**config.mk**
```make
export PLATFORM = sky130hd
export DESIGN_NAME = cmd_phy_serdes_flat
export DESIGN_NICKNAME = d
export VERILOG_FILES = /design/src/rtl/cmd_phy_serdes_if.sv /design/src/rtl/cmd_phy_serdes.sv /design/src/flat_wrapper.sv
export SDC_FILE = /design/constraint.sdc
export NUM_CORES = 1
export LEC_CHECK = 0
export ABC_AREA = 1
export BUFFER_PORTS_ARGS = -buffer_cell sky130_fd_sc_hd__buf_2
export CORE_ASPECT_RATIO = 1.5
export CORE_UTILIZATION = 58
export CTS_CLUSTER_DIAMETER = 60
export DETAILED_ROUTE_END_ITERATION = 10
export HOLD_SLACK_MARGIN = 0.08
export MAX_ROUTING_LAYER = met4
export PLACE_DENSITY = 0.87
export REMOVE_ABC_BUFFERS = 1
export SLEW_MARGIN = 15
export SYNTH_ARGS = -nofsm -noshare
export SYNTH_HDL_FRONTEND = slang
export SYNTH_SLANG_ARGS = --single-unit
```
**constraint.sdc**
```tcl
create_clock -name CLK_host -period 4 [get_ports CLK_host]
set_input_delay 0.4 -clock CLK_host [delete_from_list [all_inputs] [get_ports CLK_host]]
set_output_delay 0.4 -clock CLK_host [all_outputs]
set_load 0.005 [all_outputs]
```
**src/rtl/cmd_phy_serdes_if.sv**
```systemverilog
// ---------------------------------------------------------------------------
// cmd_phy_serdes_if
// Host-side handshake bundle between the command master and cmd_phy_serdes.
//   REQ_in       master -> phy : command request (rising edge accepted)
//   cmd_in[37:0] master -> phy : [37:32] index, [31:0] argument
//   ACK_out      phy -> master : one-cycle command-accepted pulse
//   REQ_out      phy -> master : response valid (four-phase with ACK_in)
//   ACK_in       master -> phy : response acknowledge
//   cmd_response phy -> master : [37:32] index, [31:0] argument
//   cmd_error    phy -> master : one-cycle error pulse
// ---------------------------------------------------------------------------
interface cmd_phy_serdes_if;
  logic        REQ_in;
  logic [37:0] cmd_in;
  logic        ACK_out;
  logic        REQ_out;
  logic        ACK_in;
  logic [37:0] cmd_response;
  logic        cmd_error;

  modport master (
    output REQ_in, cmd_in, ACK_in,
    input  ACK_out, REQ_out, cmd_response, cmd_error
  );

  modport slave (
    input  REQ_in, cmd_in, ACK_in,
    output ACK_out, REQ_out, cmd_response, cmd_error
  );
endinterface

```
**src/rtl/cmd_phy_serdes.sv**
```systemverilog
// ---------------------------------------------------------------------------
// cmd_phy_serdes
// SD command-line serializer/deserializer. Takes a 38-bit {index, argument}
// command from the master, wraps it into the 48-bit SD frame
// {start 0, transmission 1, cmd, CRC7, end 1}, shifts it out MSB first one bit
// per sd_tick, releases the line, captures the 48-bit response and hands its
// {index, argument} field back over a four-phase REQ/ACK handshake.
//
// Ports:
//   CLK_host      host clock
//   reset         synchronous, active-high
//   sd_tick       one-cycle enable per SD bit period
//   host          cmd_phy_serdes_if.slave (REQ_in/cmd_in/ACK_out/REQ_out/
//                 ACK_in/cmd_response/cmd_error)
//   cmd_line_out  CMD line drive value
//   cmd_line_oe   CMD line output enable
//   cmd_line_in   sampled CMD line
//   busy          high whenever the FSM is not idle
//
// Build option: define CMD_RESP_CRC_CHECK_EN to treat a response CRC7 mismatch
// as an error. Without it the response CRC field is shifted in but ignored
// (R3 responses carry no valid CRC); start/transmission/end checks always run.
// ---------------------------------------------------------------------------
module cmd_phy_serdes #(
  parameter int TURN_TICKS    = 2,
  parameter int RESP_WAIT_MAX = 64
) (
  input  logic             CLK_host,
  input  logic             reset,
  input  logic             sd_tick,
  cmd_phy_serdes_if.slave  host,
  output logic             cmd_line_out,
  output logic             cmd_line_oe,
  input  logic             cmd_line_in,
  output logic             busy
);

  localparam int CNT_MAX = (TURN_TICKS > RESP_WAIT_MAX) ? TURN_TICKS : RESP_WAIT_MAX;
  localparam int CNT_W   = $clog2(CNT_MAX + 1);
  localparam logic [CNT_W-1:0] TURN_LAST = CNT_W'(TURN_TICKS - 1);
  localparam logic [CNT_W-1:0] WAIT_LAST = CNT_W'(RESP_WAIT_MAX - 1);

  typedef enum logic [2:0] {
    IDLE,
    SEND,
    TURN,
    WAIT_START,
    RECV,
    CHECK,
    HANDOFF
  } state_t;

  state_t           state;
  logic             req_q;
  logic             accept;
  logic [47:0]      tx_sr;
  // Response bits 46..0; bit 47 is the start bit and is known to be 0.
  logic [46:0]      rx_sr;
  logic [5:0]       bit_cnt;
  logic [CNT_W-1:0] tick_cnt;
  logic             resp_bad;

  // CRC7, polynomial x^7 + x^3 + 1, initial 0, MSB first.
  function automatic logic [6:0] crc7(input logic [39:0] d);
    logic [6:0] c;
    logic       fb;
    c = '0;
    for (int i = 39; i >= 0; i--) begin
      fb = d[i] ^ c[6];
      c  = {c[5:0], 1'b0} ^ (fb ? 7'h09 : 7'h00);
    end
    return c;
  endfunction

  assign accept = (state == IDLE) && host.REQ_in && !req_q;
  assign busy   = (state != IDLE);

  always_comb begin
    resp_bad = rx_sr[46] || !rx_sr[0];
`ifdef CMD_RESP_CRC_CHECK_EN
    resp_bad = resp_bad || (crc7({1'b0, rx_sr[46:8]}) != rx_sr[7:1]);
`endif
  end

  // Frame / response shift registers (data path, no reset).
  always_ff @(posedge CLK_host) begin
    if (accept) begin
      tx_sr <= {2'b01, host.cmd_in, crc7({2'b01, host.cmd_in}), 1'b1};
    end else if (state == SEND && sd_tick && bit_cnt != 6'd48) begin
      tx_sr <= {tx_sr[46:0], 1'b0};
    end
    if (state == RECV && sd_tick) begin
      rx_sr <= {rx_sr[45:0], cmd_line_in};
    end
  end

  // Control FSM with registered outputs.
  always_ff @(posedge CLK_host) begin
    if (reset) begin
      state             <= IDLE;
      req_q             <= 1'b0;
      host.ACK_out      <= 1'b0;
      host.REQ_out      <= 1'b0;
      host.cmd_error    <= 1'b0;
      host.cmd_response <= '0;
      cmd_line_out      <= 1'b1;
      cmd_line_oe       <= 1'b0;
      bit_cnt           <= '0;
      tick_cnt          <= '0;
    end else begin
      req_q          <= host.REQ_in;
      host.ACK_out   <= 1'b0;
      host.cmd_error <= 1'b0;
      case (state)
        IDLE: begin
          if (accept) begin
            host.ACK_out <= 1'b1;
            cmd_line_oe  <= 1'b1;
            cmd_line_out <= 1'b1;
            bit_cnt      <= '0;
            state        <= SEND;
          end
        end
        SEND: begin
          if (sd_tick) begin
            // The tick after bit 0 releases the line.
            if (bit_cnt == 6'd48) begin
              cmd_line_oe  <= 1'b0;
              cmd_line_out <= 1'b1;
              bit_cnt      <= '0;
              tick_cnt     <= '0;
              state        <= TURN;
            end else begin
              cmd_line_out <= tx_sr[47];
              bit_cnt      <= bit_cnt + 6'd1;
            end
          end
        end
        TURN: begin
          if (sd_tick) begin
            if (tick_cnt == TURN_LAST) begin
              tick_cnt <= '0;
              state    <= WAIT_START;
            end else begin
              tick_cnt <= tick_cnt + 1'b1;
            end
          end
        end
        WAIT_START: begin
          if (sd_tick) begin
            if (!cmd_line_in) begin
              // Start bit counts as received bit 47.
              bit_cnt  <= 6'd1;
              tick_cnt <= '0;
              state    <= RECV;
            end else if (tick_cnt == WAIT_LAST) begin
              host.cmd_error <= 1'b1;
              tick_cnt       <= '0;
              state          <= IDLE;
            end else begin
              tick_cnt <= tick_cnt + 1'b1;
            end
          end
        end
        RECV: begin
          if (sd_tick) begin
            if (bit_cnt == 6'd47) begin
              bit_cnt <= '0;
              state   <= CHECK;
            end else begin
              bit_cnt <= bit_cnt + 6'd1;
            end
          end
        end
        CHECK: begin
          host.cmd_response <= rx_sr[45:8];
          if (resp_bad) begin
            host.cmd_error <= 1'b1;
            state          <= IDLE;
          end else begin
            host.REQ_out <= 1'b1;
            state        <= HANDOFF;
          end
        end
        HANDOFF: begin
          // REQ_out doubles as the handshake phase flag.
          if (host.REQ_out) begin
            if (host.ACK_in) host.REQ_out <= 1'b0;
          end else if (!host.ACK_in) begin
            state <= IDLE;
          end
        end
        default: state <= IDLE;
      endcase
    end
  end

endmodule

```
**src/flat_wrapper.sv**
```systemverilog
// flat-port wrapper written by rule: the top's interface ports become plain ports
module cmd_phy_serdes_flat 
#(
  parameter int TURN_TICKS    = 2,
  parameter int RESP_WAIT_MAX = 64
)
  (CLK_host, reset, sd_tick, cmd_line_out, cmd_line_oe, cmd_line_in, busy, host_REQ_in, host_cmd_in, host_ACK_in, host_ACK_out, host_REQ_out, host_cmd_response, host_cmd_error);
  cmd_phy_serdes_if host_i ();
  input  logic CLK_host;
  input  logic reset;
  input  logic sd_tick;
  output logic cmd_line_out;
  output logic cmd_line_oe;
  input  logic cmd_line_in;
  output logic busy;
  input wire logic [$bits(host_i.REQ_in)-1:0] host_REQ_in;
  input wire logic [$bits(host_i.cmd_in)-1:0] host_cmd_in;
  input wire logic [$bits(host_i.ACK_in)-1:0] host_ACK_in;
  output wire logic [$bits(host_i.ACK_out)-1:0] host_ACK_out;
  output wire logic [$bits(host_i.REQ_out)-1:0] host_REQ_out;
  output wire logic [$bits(host_i.cmd_response)-1:0] host_cmd_response;
  output wire logic [$bits(host_i.cmd_error)-1:0] host_cmd_error;
  assign host_i.REQ_in = host_REQ_in;
  assign host_i.cmd_in = host_cmd_in;
  assign host_i.ACK_in = host_ACK_in;
  assign host_ACK_out = host_i.ACK_out;
  assign host_REQ_out = host_i.REQ_out;
  assign host_cmd_response = host_i.cmd_response;
  assign host_cmd_error = host_i.cmd_error;
  cmd_phy_serdes #(.TURN_TICKS(TURN_TICKS), .RESP_WAIT_MAX(RESP_WAIT_MAX)) u_core (.CLK_host(CLK_host), .reset(reset), .sd_tick(sd_tick), .host(host_i), .cmd_line_out(cmd_line_out), .cmd_line_oe(cmd_line_oe), .cmd_line_in(cmd_line_in), .busy(busy));
endmodule
```
==> flow_summary.ini <==
[floorplanning]
die_w_um = 91.8
core_um2 = 11700
rows = 48
die_area_um2 = 12600
die_y_um = 137
start_util_pct = 60.2
pin_count = 88

[pwr]
p_leak_nw = 3.78
p_comb_share_pct = 20.4
power.switching_mw = 1.45
clkPwrFrac_pct = 34.3
p_sw_share_pct = 31.8
intPower_mw = 3.11
pwr-share-seq_pct = 45.2
p_per_area_nw_per_um2 = 554
peakVddDrop_mv = 0.298

[clock_tree]
cts_resized = 0
clk_latency_ns = 0.42
cts_tree = built
numCtsBuffers = 17
clk_pin_slew_ns = 0.07
cts_buffer_depth = 2
htree_levels = 4
cts_root_buffer = clkbuf_16
cts_hold_buffers = 0
cts_setup_buffers = 0
cts_sinks = 155

[critical_path]
r2r-start = u_core.state[1]$_SDFFE_PP0P_
cp-end-kind = flip-flop
reg2reg_depth = 13
start_kind = primary input
critical_path.cell_chain = buf_2 -> xnor2_1 -> nand2_2 -> nand2_1 -> nand2_2 -> nand2_2 -> nand3_2 -> nand2_1 -> nand2_1 -> nand2_2 -> inv_1 -> nand2_1 -> nand3_1 -> nand2_1 -> nand3_1 -> nand2_2 -> nand2_1 -> nand2_1 -> nand2_1 -> nand3_1 -> o21ai_0
crit_fanout = 5
cpMostUsedCell = nand2_1
rrSetupSlack_ns = 1.66
crit_slowest_cell = xnor2_1
max_stage_delay_ns = 0.27
worst_ep_required_time_ns = 4.16
path_class = in2reg
r2r-end = u_core.state[2]$_SDFFE_PP0P_
worstPathArrival_ns = 2.54

[timing]
setup_viol = 0
slew_violations = 0
final_hold_viol_count = 0
holdWs_ns = 0.203
worst_slew_pin_slew_ns = 0.723
max_freq_ghz = 0.420
tns_ns = 0
min_period_ns = 2.38
fin_crit_sh_pct = 59.5
grt_setup_unrepaired = false
relSlewSlack_pct = 51.7
skew_ns = 0.0161

[global_route]
grt_pass1_vias = 5555
grt_max_degree = 47
grt_usage_pct = 25.8
grt_pass1_wl_um = 24400
antenna_found_initial = 0
grt-ovfl-total = 0

[yosys]
synth_top_area_share_pct = 39.4
muxShareOfSynthArea_pct = 0
synthXorXnorAreaFrac_pct = 1.35
synth-adder-area-share_pct = 0.713
synth-simple-area-share_pct = 25.8
syn-mean-instance-area_um2 = 8.45
yosys.area.top_type = edfxtp_1
synthDistinctLibCells = 32
synth-seq-area-share_pct = 57.3
synth_top_family_by_area = simple AND/OR/NAND/NOR gates
synth_compound_area_share_pct = 8.38
ys_ff_latch = 155
synth_area_leaders = edfxtp_1 39%, dfxtp_1 18%, nand2_1 12%
syn_inst = 831
syn_area_um2 = 7020
ys_warn_count = 0

[placement]
port_buffers = 87
dp_hpwl_um = 10400
gp_congestion = 0.879

[drt]
viasPerCell = 5.30
vias = 5755
drt-total-wl_um = 14700
drc_errors = 0
wire_per_inst_um = 13.6
firstDrtPassIters = 5
ant_nets = 0
drt_iter0_drc = 296

[final_layout]
final_common_cell = nand2_1
drive_above_1_share_pct = 17.5
antenna_cells = 0
final_cell_mix = 220 x nand2_1, 108 x nor2_1, 92 x edfxtp_1, 90 x o21ai_0, 89 x inv_1
final_nets = 970
fillers = 913
area_growth_pct = 17.2

[flow_run]
maxCapViolCount = 0

[min_path]
hold_depth = 1
hold_path.class = in2reg
holdPathEnd = u_core.rx_sr[0]$_DFFE_PP_
min_from = cmd_line_in

[status]
run_status = finished, final reports clean
-- cell families after synthesis --
group | count (synthesis)
buf+inv | 119
flops | 155
compound gates | 112
simple gates | 431
fa+ha+maj | 4
xor+xnor | 10
-- area by class of cell --
class	instances	area, µm²	area share (%)
multi-input cells	557	2560	31.1
inverters	96	360	4.38
repair buffers	95	495	6.02
well taps	150	188	2.28
clock inverters	15	170	2.07
clock buffers	17	425	5.17
flip-flops and latches	155	4020	48.9
-- power groups by stage --
stage | clock network (mW) | logic (mW) | registers, mW
2_1_floorplan | 0 | 0.686 | 2.07
3_3_place_gp | 0 | 0.899 | 2.08
3_5_place_dp | 0 | 0.928 | 2.09
4_1_cts | 1.59 | 0.932 | 2.06
5_1_grt | 1.65 | 1.07 | 2.08
6_report | 1.56 | 0.931 | 2.06
-- layer usage --
metal / GRT usage, % / wire, µm / up-vias
met5: - / 0 / -
met4: 11.8 / 313 / 0
met3: 3.78 / 604 / 27
met2: 45.7 / 7620 / 178
met1: 28.8 / 6190 / 2651
li1: - / - / 2899
-- stage by stage --
step                      utilization, %  cell area, µm²  power (mW)  setup WS (ns)  cells
after CTS                           70.6            8220        4.58           1.66   1085
after detailed placement            65.5            7630        3.02           1.24   1053
after global routing                70.6            8220        4.80           1.32   1085
after global placement              65.5            7630        2.98           1.32   1053
after floorplan                        -            6930        2.75          0.217    808
final                               70.6            8220        4.55           1.62   1085
-- synth_stat cells --
library cell and count:
nand3_1 57, or2_2 1, a31oi_1 2, nand2_1 220, a22o_1 1, nor2_1 110
inv_1 89, a2111oi_0 1, buf_2 1, a221oi_1 1, xnor2_2 1, clkbuf_1 19
inv_2 7, o21ai_0 90, buf_1 3, nand4_1 6, a31o_1 1, edfxtp_1 92
a41oi_1 1, nor4_1 2, nor3b_1 3, ha_1 4, nor3_1 7, o32ai_1 1
o211ai_1 1, a21oi_1 9, nand2_2 20, o21ai_1 4, nand3_2 5, xor2_1 5
xnor2_1 4, dfxtp_1 63
-- critical path, delay by kind of cell --
kind                   cells  cell delay (ns)
AO/OA/AOI/OAI              1             0.08
XOR/XNOR                   1             0.27
buffers and inverters      2             0.19
AND/OR/NAND/NOR           17             1.57
-- how the worst max path moves through the flow --
stage,startpoint,endpoint,slack (ns),depth (start not counted)
2_1_floorplan,u_core.state[0]$_SDFFE_PP0P_,u_core.tx_sr[10]$_DFFE_PP_,0.22,8
3_5_place_dp,host_cmd_in[36],u_core.tx_sr[1]$_DFFE_PP_,1.24,21
3_3_place_gp,host_cmd_in[36],u_core.tx_sr[1]$_DFFE_PP_,1.32,21
6_report,host_cmd_in[36],u_core.tx_sr[1]$_DFFE_PP_,1.62,21
5_1_grt,u_core.state[1]$_SDFFE_PP0P_,u_core.state[0]$_SDFFE_PP0P_,1.32,13
4_1_cts,host_cmd_in[36],u_core.tx_sr[1]$_DFFE_PP_,1.66,21
-- state kept, by name (all words and copies together), names as in the netlist --
signal,flops
u_core.bit_cnt,6
u_core.cmd_line_oe,1
u_core.cmd_line_out,1
u_core.host.ACK_out,1
u_core.host.REQ_out,1
u_core.host.cmd_error,1
u_core.host.cmd_response,38
u_core.req_q,1
u_core.rx_sr,47
u_core.state,3
u_core.tick_cnt,7
u_core.tx_sr,48
No activity file was read; power rests on OpenSTA's default activity.
